**config.mk**
```make
export PLATFORM = sky130hd
export DESIGN_NAME = segapad_responder
export DESIGN_NICKNAME = d
export VERILOG_FILES = /design/src/rtl/segapad_responder_pkg.sv /design/src/rtl/sync2.sv /design/src/rtl/segapad_responder.sv
export SDC_FILE = /design/constraint.sdc
export NUM_CORES = 1
export LEC_CHECK = 0
export BUFFER_PORTS_ARGS = -buffer_cell sky130_fd_sc_hd__buf_4
export CAP_MARGIN = 5
export CELL_PAD_IN_SITES_DETAIL_PLACEMENT = 0
export CELL_PAD_IN_SITES_GLOBAL_PLACEMENT = 1
export CORE_ASPECT_RATIO = 1.4
export CORE_MARGIN = 2
export CORE_UTILIZATION = 39
export DETAILED_ROUTE_END_ITERATION = 16
export GPL_ROUTABILITY_DRIVEN = 0
export GPL_TIMING_DRIVEN = 0
export PLACE_DENSITY = 0.72
export SETUP_SLACK_MARGIN = 0.5
export SLEW_MARGIN = 20
export SYNTH_ARGS = -nofsm -noshare
export SYNTH_HDL_FRONTEND = slang
export SYNTH_SLANG_ARGS = --single-unit
```
**constraint.sdc**
```tcl
create_clock -name clk28 -period 2.6 [get_ports clk28]
set_input_delay 0 -clock clk28 [delete_from_list [all_inputs] [get_ports clk28]]
set_output_delay 0 -clock clk28 [all_outputs]
set_load 0.02 [all_outputs]
```
**src/rtl/segapad_responder_pkg.sv**
```systemverilog
// Shared constants, button bundle and line-mapping helper for the Mega Drive
// style pad responder.
package segapad_responder_pkg;

    localparam int TIMEOUT_DEFAULT = 42000;

    localparam logic [2:0] P_IDLE   = 3'd0;
    localparam logic [2:0] P_DETECT = 3'd2;
    localparam logic [2:0] P_EXT    = 3'd3;
    localparam logic [2:0] P_SAT    = 3'd4;

    // Bit positions of the pad lines inside the 6-bit line vector.
    localparam int LN_UP    = 5;
    localparam int LN_DOWN  = 4;
    localparam int LN_LEFT  = 3;
    localparam int LN_RIGHT = 2;
    localparam int LN_B1    = 1;
    localparam int LN_B2    = 0;

    typedef struct packed {
        logic up;
        logic down;
        logic left;
        logic right;
        logic a;
        logic b;
        logic c;
        logic start;
        logic x;
        logic y;
        logic z;
        logic mode;
    } btn_t;

    // Active-low line levels for one (phase, select) combination.
    function automatic logic [5:0] map_lines(input logic [2:0] p, input logic sel,
                                             input logic six, input btn_t b);
        logic [5:0] l;
        l = '1;
        if (sel) begin
            l[LN_B1] = ~b.b;
            l[LN_B2] = ~b.c;
            if (six && p == P_EXT) begin
                l[LN_UP]    = ~b.z;
                l[LN_DOWN]  = ~b.y;
                l[LN_LEFT]  = ~b.x;
                l[LN_RIGHT] = ~b.mode;
            end else begin
                l[LN_UP]    = ~b.up;
                l[LN_DOWN]  = ~b.down;
                l[LN_LEFT]  = ~b.left;
                l[LN_RIGHT] = ~b.right;
            end
        end else begin
            l[LN_B1] = ~b.a;
            l[LN_B2] = ~b.start;
            if (six && p == P_DETECT) begin
                l[LN_UP]    = 1'b0;
                l[LN_DOWN]  = 1'b0;
                l[LN_LEFT]  = 1'b0;
                l[LN_RIGHT] = 1'b0;
            end else if (six && p == P_EXT) begin
                l[LN_UP]    = 1'b1;
                l[LN_DOWN]  = 1'b1;
                l[LN_LEFT]  = 1'b1;
                l[LN_RIGHT] = 1'b1;
            end else begin
                l[LN_UP]    = ~b.up;
                l[LN_DOWN]  = ~b.down;
                l[LN_LEFT]  = 1'b0;
                l[LN_RIGHT] = 1'b0;
            end
        end
        return l;
    endfunction

endpackage

```
**src/rtl/sync2.sv**
```systemverilog
// Two-flop synchroniser bringing the host select line into the clk28 domain.
module sync2 (
    input  logic clk,
    input  logic rst_n,
    input  logic d,
    output logic q
);

    logic s1_q;
    logic s2_q;

    always_ff @(posedge clk or negedge rst_n) begin
        if (!rst_n) begin
            s1_q <= 1'b0;
            s2_q <= 1'b0;
        end else begin
            s1_q <= d;
            s2_q <= s1_q;
        end
    end

    assign q = s2_q;

endmodule

```
**src/rtl/segapad_responder.sv**
```systemverilog
// Pad-side responder: counts host select pulses into a phase and drives the
// six active-low pad lines for the current phase and select level.
module segapad_responder
    import segapad_responder_pkg::*;
#(
    parameter int TIMEOUT_CYCLES = TIMEOUT_DEFAULT,
    parameter int SIX_BUTTON     = 1
) (
    input  logic       clk28,
    input  logic       rst_n,
    input  logic       joy_sel,
    input  logic       btn_up,
    input  logic       btn_down,
    input  logic       btn_left,
    input  logic       btn_right,
    input  logic       btn_a,
    input  logic       btn_b,
    input  logic       btn_c,
    input  logic       btn_start,
    input  logic       btn_x,
    input  logic       btn_y,
    input  logic       btn_z,
    input  logic       btn_mode,
    output logic       n_joy_up,
    output logic       n_joy_down,
    output logic       n_joy_left,
    output logic       n_joy_right,
    output logic       n_joy_b1,
    output logic       n_joy_b2,
    output logic       polled,
    output logic [2:0] dbg_phase
);

    localparam int IDLE_W = $clog2(TIMEOUT_CYCLES);
    localparam logic [IDLE_W-1:0] IDLE_LAST = IDLE_W'(TIMEOUT_CYCLES - 1);
    localparam logic SIX = (SIX_BUTTON != 0);

    logic              sel_sync;
    logic              sel_prev_q, sel_prev_d;
    logic [2:0]        p_q, p_d, p_base;
    logic [IDLE_W-1:0] idle_q, idle_d;
    logic              polled_q, polled_d;
    logic [5:0]        lines_q, lines_d;
    logic              rise;
    logic              timeout;
    btn_t              btns;

    sync2 u_sync (
        .clk   (clk28),
        .rst_n (rst_n),
        .d     (joy_sel),
        .q     (sel_sync)
    );

    assign btns = '{up: btn_up, down: btn_down, left: btn_left, right: btn_right,
                    a: btn_a, b: btn_b, c: btn_c, start: btn_start,
                    x: btn_x, y: btn_y, z: btn_z, mode: btn_mode};

    assign rise    = sel_sync & ~sel_prev_q;
    assign timeout = (idle_q == IDLE_LAST);

    // An edge arriving on the timeout cycle counts from a fresh phase 0.
    always_comb begin
        sel_prev_d = sel_sync;
        p_d        = p_q;
        idle_d     = idle_q;
        polled_d   = rise;
        p_base     = timeout ? P_IDLE : p_q;
        if (rise) begin
            p_d    = (p_base >= P_SAT) ? P_SAT : p_base + 3'd1;
            idle_d = '0;
        end else if (timeout) begin
            p_d = P_IDLE;
        end else begin
            idle_d = idle_q + IDLE_W'(1);
        end
        lines_d = map_lines(p_d, sel_sync, SIX, btns);
    end

    always_ff @(posedge clk28 or negedge rst_n) begin
        if (!rst_n) begin
            sel_prev_q <= 1'b0;
            p_q        <= P_IDLE;
            idle_q     <= '0;
            polled_q   <= 1'b0;
            lines_q    <= '1;
        end else begin
            sel_prev_q <= sel_prev_d;
            p_q        <= p_d;
            idle_q     <= idle_d;
            polled_q   <= polled_d;
            lines_q    <= lines_d;
        end
    end

    assign n_joy_up    = lines_q[LN_UP];
    assign n_joy_down  = lines_q[LN_DOWN];
    assign n_joy_left  = lines_q[LN_LEFT];
    assign n_joy_right = lines_q[LN_RIGHT];
    assign n_joy_b1    = lines_q[LN_B1];
    assign n_joy_b2    = lines_q[LN_B2];
    assign polled      = polled_q;
    assign dbg_phase   = p_q;

endmodule

```
==> run_results.csv, run 1 <==
group,metric,value,unit
synth,yosysTopAreaCellShare,37.6,%
worst_hold_path,min_path_type,"in -> reg",
floorplan,die-height,78.1,um
synth,synthSimpleGateAreaFrac,26.0,%
critical_path,cp-end-kind,"register",
clocking,cts_sinks,29,
timing,max_freq,422,MHz
placement,post_dp_cell_area,0.00181,mm^2
finish,fin_area,0.00219,mm^2
floorplan,start_util,41.2,%
clocking,cts_root_buf,"clkbuf_8",
synth,synth_cell_types,46,
clocking,cts.clk_slew.worst_paths,0.06,ns
timing,fin_worst_hold_slack,0.0387,ns
critical_path,max_stage_delay,0.41,ns
synth,synthesis.nets,167,
drt,wl_per_cell,15.1,um
clocking,clock_latency,0.28,ns
placement,pre_cts_ws,0.000862,ns
finish,area_growth,43.0,%
finish,layout-drive-gt1-share,37.8,%
synth,synth_flop_cell,"dfrtp_1",
critical_path,cp.arrival,2.57,ns
pwr,peakVddDrop,0.625,mV
drt,ant_nets,0,
finish,final_cell_mix,"42 x buf_4, 19 x dfrtp_1, 14 x nand2_1",
critical_path,critPathRequiredTime,2.81,ns
synth,synth_compound_area_share,9.98,%
clocking,clockBufferDepth,2,
timing,tightest_slew,0.499,ns
critical_path,critPathKind,"reg -> reg",
critical_path,startpoint_type,"register",
critical_path,crit_path_frequent_cell,"ha_4",
pwr,leakagePower,0.985,nW
timing,skew,0.00809,ns
synth,yosys_register_bits,29,
synth,synthXorXnorAreaFrac,3.44,%
synth,synthMuxAreaShare,6.14,%
synth,synth_top_family_by_area,"simple AND/OR/NAND/NOR gates",
synth,yosysSeqAreaShare,48.0,%
timing,finalSetupViolCount,0,
critical_path,cpMaxStageDelayCell,"dfrtp_1",
global_route,grt-ovfl-total,0,
synth,synth-edff-count,0,
synth,yosys.area_share.adder,2.45,%
global_route,grt_pass1_vias,1432,
drt,wirelength,3800,um
outcome,status,"complete, no violations",
floorplan,core_area,0.00371,mm^2
placement,port_buffers,24,
timing,hold_violations,0,
synth,yosys.area.top_type,"dfrtp_1",
timing,relSlewSlack,66.7,%
timing,layout_setup_ws,0.232,ns
placement,dp_hpwl,2460,um
timing,finalCriticalPeriod,2.37,ns
global_route,grt_usage,18.8,%
finish,num_antenna_cells,0,
synth,yosysWarnings,0,
floorplan,dieWidth,56.9,um
global_route,antenna_found_initial,0,
floorplan,num_rows,26,
global_route,grt_pass1_wl,6400,um
timing,fin_crit_sh,91.1,%
synth,syn-instance-count,149,
drt,avgViaCountPerCell,5.45,
drt,drt_pass1_iterations,4,
critical_path,crit_path_cell_trace,"ha_4, nor4bb_4, and4_4, buf_8, nor2b_4, ha_4, inv_2, ha_4, nand4b_1, o22ai_2, a22oi_2, mux2_4",
pwr,p_total,1.53,mW
synth,syn-cell-area,0.00153,mm^2
critical_path,cp_max_fo,4,
synth,synth.area.top_cells,"dfrtp_1 38%, dfstp_2 10%, mux2i_1 3.9%",
synth,async_reset_ff_share,100,%
timing,rsz0062_at_grt,"true",
synth,synth_area_per_cell,10.3,um^2
pwr,power_density,698,mW/mm^2
drt,drc,0,
global_route,grt_max_degree,30,
floorplan,die-area,0.00444,mm^2
clocking,htree_levels,2,
drt,dr.first_iter.drc_count,48,
drt,dr_total_vias,1368,
timing,setup_tns,0,ns
finish,final_common_cell,"buf_4",
finish,final_net_count,226,
clocking,cts_tree,"done",
timing,slew_viol_final,0,
finish,fillCellCount,334,
flow_run,max_cap_violations,0,
floorplan,ioPinCount,25,
clocking,numCtsBuffers,5,
==> synth_stat cells (all sizes together), types with 2 or more instances <==
cell and n:
o21ai 5, inv 6, and2 3, dfstp 6, nand4 6, dfrtp 23, nand2b 4, o32ai 2
mux2i 6, a31o 2, nand3 6, clkbuf 3, a21oi 4, xor2 3, and3 4, nor2 11
nand2 14, nor4 5, nor2b 4, buf 3, mux2 3, or4 2, xnor2 3, and4 2
a31oi 2, ha 3
==> final cells by class <==
class	count	area, um^2	share of cell area [%]
Buffer	6	42.5	1.95
Clock buffer	6	72.6	3.32
Clock inverter	2	10.0	0.458
Inverter	6	22.5	1.03
Multi-Input combinational cell	108	833	38.1
Sequential cell	29	738	33.8
Tap cell	42	52.6	2.40
Timing Repair Buffer	52	415	19.0
==> report_power, final <==
part | total [mW] | internal (mW) | switching [mW] | leakage, nW
clock | 0.353 | 0.185 | 0.168 | 0.0450
sequential | 0.599 | 0.536 | 0.0626 | 0.360
combinational | 0.574 | 0.308 | 0.266 | 0.580
==> sequential cells by signal, summed over array words and instances, names as in the netlist <==
name / cells
polled: 1
sel_prev_q: 1
lines_q: 6
u_sync.s1_q: 1
u_sync.q: 1
idle_q: 16
dbg_phase: 3
==> kinds of logic after synthesis <==
| group | after synthesis |
|---|---|
| flops | 29 |
| simple gates | 68 |
| fa+ha+maj | 3 |
| compound gates | 22 |
| xor+xnor | 6 |
| mux | 9 |
| buf+inv | 12 |
==> per-stage QoR <==
step,utilization [%],cells
after detailed placement,48.9,215
after global placement,48.9,215
final,59.0,251
after CTS,57.2,245
after floorplan,-,149
after global routing,59.0,251
==> what timing repair did <==
item / CTS / global route
hold buffers: 10 / 0
pin swaps: 7 / 3
resized for setup: 9 / 3
endpoints found under the hold margin: 34 / 0
setup endpoints to repair: 4 / 4
setup buffers: 12 / 6
==> layer usage <==
metal / GRT usage [%] / part of all wire [%] / vias up
met4: 11.2 / 3.6 / 0
met1: 19.4 / 39 / 662
met3: 5.27 / 4.7 / 12
met5: 0 / 0 / -
met2: 33.1 / 53 / 39
li1: - / - / 655
==> path summary, 6_finish.rpt <==
path / endpoint / slack, ns / from / cells past startpoint
worst max-delay path: lines_q[2] / 0.23 / idle_q[0] / 12
worst min-delay path: lines_q[2] / 0.04 / btn_mode / 3
worst max register to register: lines_q[2] / 0.23 / idle_q[0] / 12
worst min register to register: u_sync.q / 0.36 / u_sync.s1_q / 0
max in group asynchronous: lines_q[3] / 2.10 / rst_n / 2
min in group asynchronous: idle_q[1] / 0.18 / rst_n / 2
==> worst max-delay path, delay by kind of cell, from the launching register on <==
family	cells	cell delay, ns
and+or+nand+nor	4	0.57
AOI/OAI and AO/OA	2	0.36
buffers and inverters	2	0.17
muxes	1	0.33
DFF	1	0.41
adders and majority gates	3	0.47
(Power assumes the default switching activity.)
==> run 2: changes to the inputs <==
- SYNTH_HIERARCHICAL: unset -> 1
==> run_results.csv, run 2 <==
group,metric,value,unit
synth,synth.area.top_cells,"dfrtp_1 38%, dfstp_2 10%, mux2i_1 3.9%",
synth,yosys.area.top_type,"dfrtp_1",
floorplan,ioPinCount,25,
pwr,internal_power,1.03,mW
synth,synth_flop_cell,"dfrtp_1",
finish,final_common_cell,"buf_4",
finish,final_cell_mix,"42 x buf_4, 19 x dfrtp_1, 14 x nand2_1",
critical_path,r2r_cells,12,
synth,yosysWarnings,6,
timing,tightest_slew,0.499,ns
timing,slew_viol_final,0,
synth,synth-edff-count,0,
critical_path,r2r-start,"idle_q[0]",
timing,hold_violations,0,
timing,setup_tns,0,ns
finish,fillCellCount,334,
floorplan,core_area,0.00371,mm^2
placement,dp_hpwl,2460,um
finish,multi_input_area,833,um^2
synth,synth.most_common_cell,"dfrtp_1",
drt,ant_nets,0,
pwr,power_density,698,mW/mm^2
drt,dr_total_vias,1368,
pwr,leakagePower,0.985,nW
floorplan,die-area,0.00444,mm^2
timing,layout_setup_ws,0.232,ns
finish,fin_area,0.00219,mm^2
timing,skew,0.00809,ns
finish,regMostFlops,"idle_q",
synth,yosysSeqAreaShare,48.0,%
pwr,clkPwrFrac,23.1,%
drt,avgViaCountPerCell,5.45,
clocking,clock_latency,0.28,ns
critical_path,setup.worst_path.start,"idle_q[0]",
placement,pre_cts_ws,0.000862,ns
placement,post_dp_cell_area,0.00181,mm^2
global_route,grt_usage,18.8,%
synth,async_reset_ff_share,100,%
global_route,grt-ovfl-total,0,
timing,fin_crit_sh,91.1,%
outcome,status,"complete, no violations",
worst_hold_path,worstHoldStart,"btn_mode",
synth,synthTopCellsByCount,"23 x dfrtp_1, 14 x nand2_1, 11 x nor2_1",
clocking,cts_sinks,29,
critical_path,startpoint_type,"register",
timing,relSlewSlack,66.7,%
finish,final_net_count,226,
critical_path,critPathKind,"reg -> reg",
worst_hold_path,hold-path-cell-count,3,
synth,yosys_register_bits,29,
pwr,switching_share,32.6,%
floorplan,num_rows,26,
synth,synthesis.nets,167,
placement,port_buffers,24,
floorplan,dieWidth,56.9,um
drt,drc,0,
clocking,cts.clk_slew.worst_paths,0.06,ns
floorplan,die-height,78.1,um
clocking,cts_tree,"done",
critical_path,cp_max_fo,4,
synth,yosysTopAreaCellShare,37.6,%
flow_run,max_cap_violations,0,
drt,drt_pass1_iterations,4,
drt,wl_per_cell,15.1,um
clocking,cts_root_buf,"clkbuf_8",
finish,num_antenna_cells,0,
synth,synth_area_per_cell,10.3,um^2
synth,syn-instance-count,149,
global_route,grt_pass1_vias,1432,
critical_path,critPathRequiredTime,2.81,ns
timing,max_freq,422,MHz
finish,area_growth,43.0,%
pwr,peakVddDrop,0.625,mV
clocking,numCtsBuffers,5,
timing,rsz0062_at_grt,"true",
clocking,htree_levels,2,
worst_hold_path,min_path_type,"in -> reg",
pwr,combPwrFrac,37.6,%
global_route,grt_max_degree,30,
pwr,switchingPower,0.497,mW
global_route,grt_pass1_wl,6400,um
floorplan,start_util,41.2,%
finish,regArea,738,um^2
synth,synth_cell_types,46,
drt,wirelength,3800,um
global_route,antenna_found_initial,0,
critical_path,cp.arrival,2.57,ns
synth,syn-cell-area,0.00153,mm^2
pwr,p_seq_share,39.3,%
finish,largest_reg_flops,16,
finish,layout-drive-gt1-share,37.8,%
timing,finalCriticalPeriod,2.37,ns
critical_path,cp-end-kind,"register",
drt,dr.first_iter.drc_count,48,
clocking,clockBufferDepth,2,
timing,finalSetupViolCount,0,
==> run 2: per-layer routing <==
layer / part of all wire, % / up-vias / track usage (%)
met1: 39 / 662 / 19.4
met5: 0 / - / 0
li1: - / 655 / -
met2: 53 / 39 / 33.1
met3: 4.7 / 12 / 5.27
met4: 3.6 / 0 / 11.2
==> run 2: final cells by class <==
cell class | count | area share [%]
clock inverter | 2 | 0.458
multi-input combinational | 108 | 38.1
clock buffer | 6 | 3.32
timing repair buffer | 52 | 19.0
tap | 42 | 2.40
sequential | 29 | 33.8
buffer | 6 | 1.95
inverter | 6 | 1.03
==> run 2: final timing paths <==
path	end	slack (ns)
worst min-delay path	lines_q[2]	0.04
min in group asynchronous	idle_q[1]	0.18
worst max register to register	lines_q[2]	0.23
worst min register to register	u_sync/q	0.36
max in group asynchronous	lines_q[3]	2.10
worst max-delay path	lines_q[2]	0.23
==> run 2: cell families (layout without fill, tap and decap cells) <==
logic type                 after synthesis  in the layout  synth area share [%]
adders and majority gates                3              3                  2.46
AOI/OAI and AO/OA                       22             22                  9.98
buffers and inverters                   12             72                  4.01
xor gates and xnor gates                 6              6                  3.44
and+or+nand+nor                         68             68                  26.0
muxes                                    9              9                  6.14
DFF                                     29             29                  48.0
==> run 2: worst max-delay path, stage by stage, from the launching register on <==
cell and delay [ns]:
dfrtp_1 0.41, ha_4 0.18, nor4bb_4 0.15, and4_4 0.17, buf_8 0.13, nor2b_4 0.13
ha_4 0.14, inv_2 0.04, ha_4 0.15, nand4b_1 0.12, o22ai_2 0.09, a22oi_2 0.27
mux2_4 0.33
==> run 2: what timing repair did <==
item	in CTS	in global routing
gates cloned	0	0
buffers inserted	12	6
pin swaps	7	3
hold buffers	10	0
endpoints found under the hold margin	34	0
endpoints found under the setup margin	4	4
resized for setup	9	3
==> run 2: per-stage QoR <==
step	util, %	hold slack, ns	power (mW)	instances
finish	59.0	0.0387	1.53	251
detailed placement	48.9	-0.0499	1.05	215
global route	59.0	0.0438	1.63	251
floorplan	-	-0.296	0.893	149
CTS	57.2	0.0319	1.49	245
global placement	48.9	-0.0590	1.04	215
==> run 2: power by group through the flow <==
stage / Sequential (mW) / Clock (mW) / Combinational, mW
global placement: 0.614 / 0 / 0.428
CTS: 0.596 / 0.368 / 0.531
global route: 0.610 / 0.389 / 0.626
finish: 0.599 / 0.353 / 0.574
floorplan: 0.659 / 0 / 0.234
detailed placement: 0.614 / 0 / 0.440
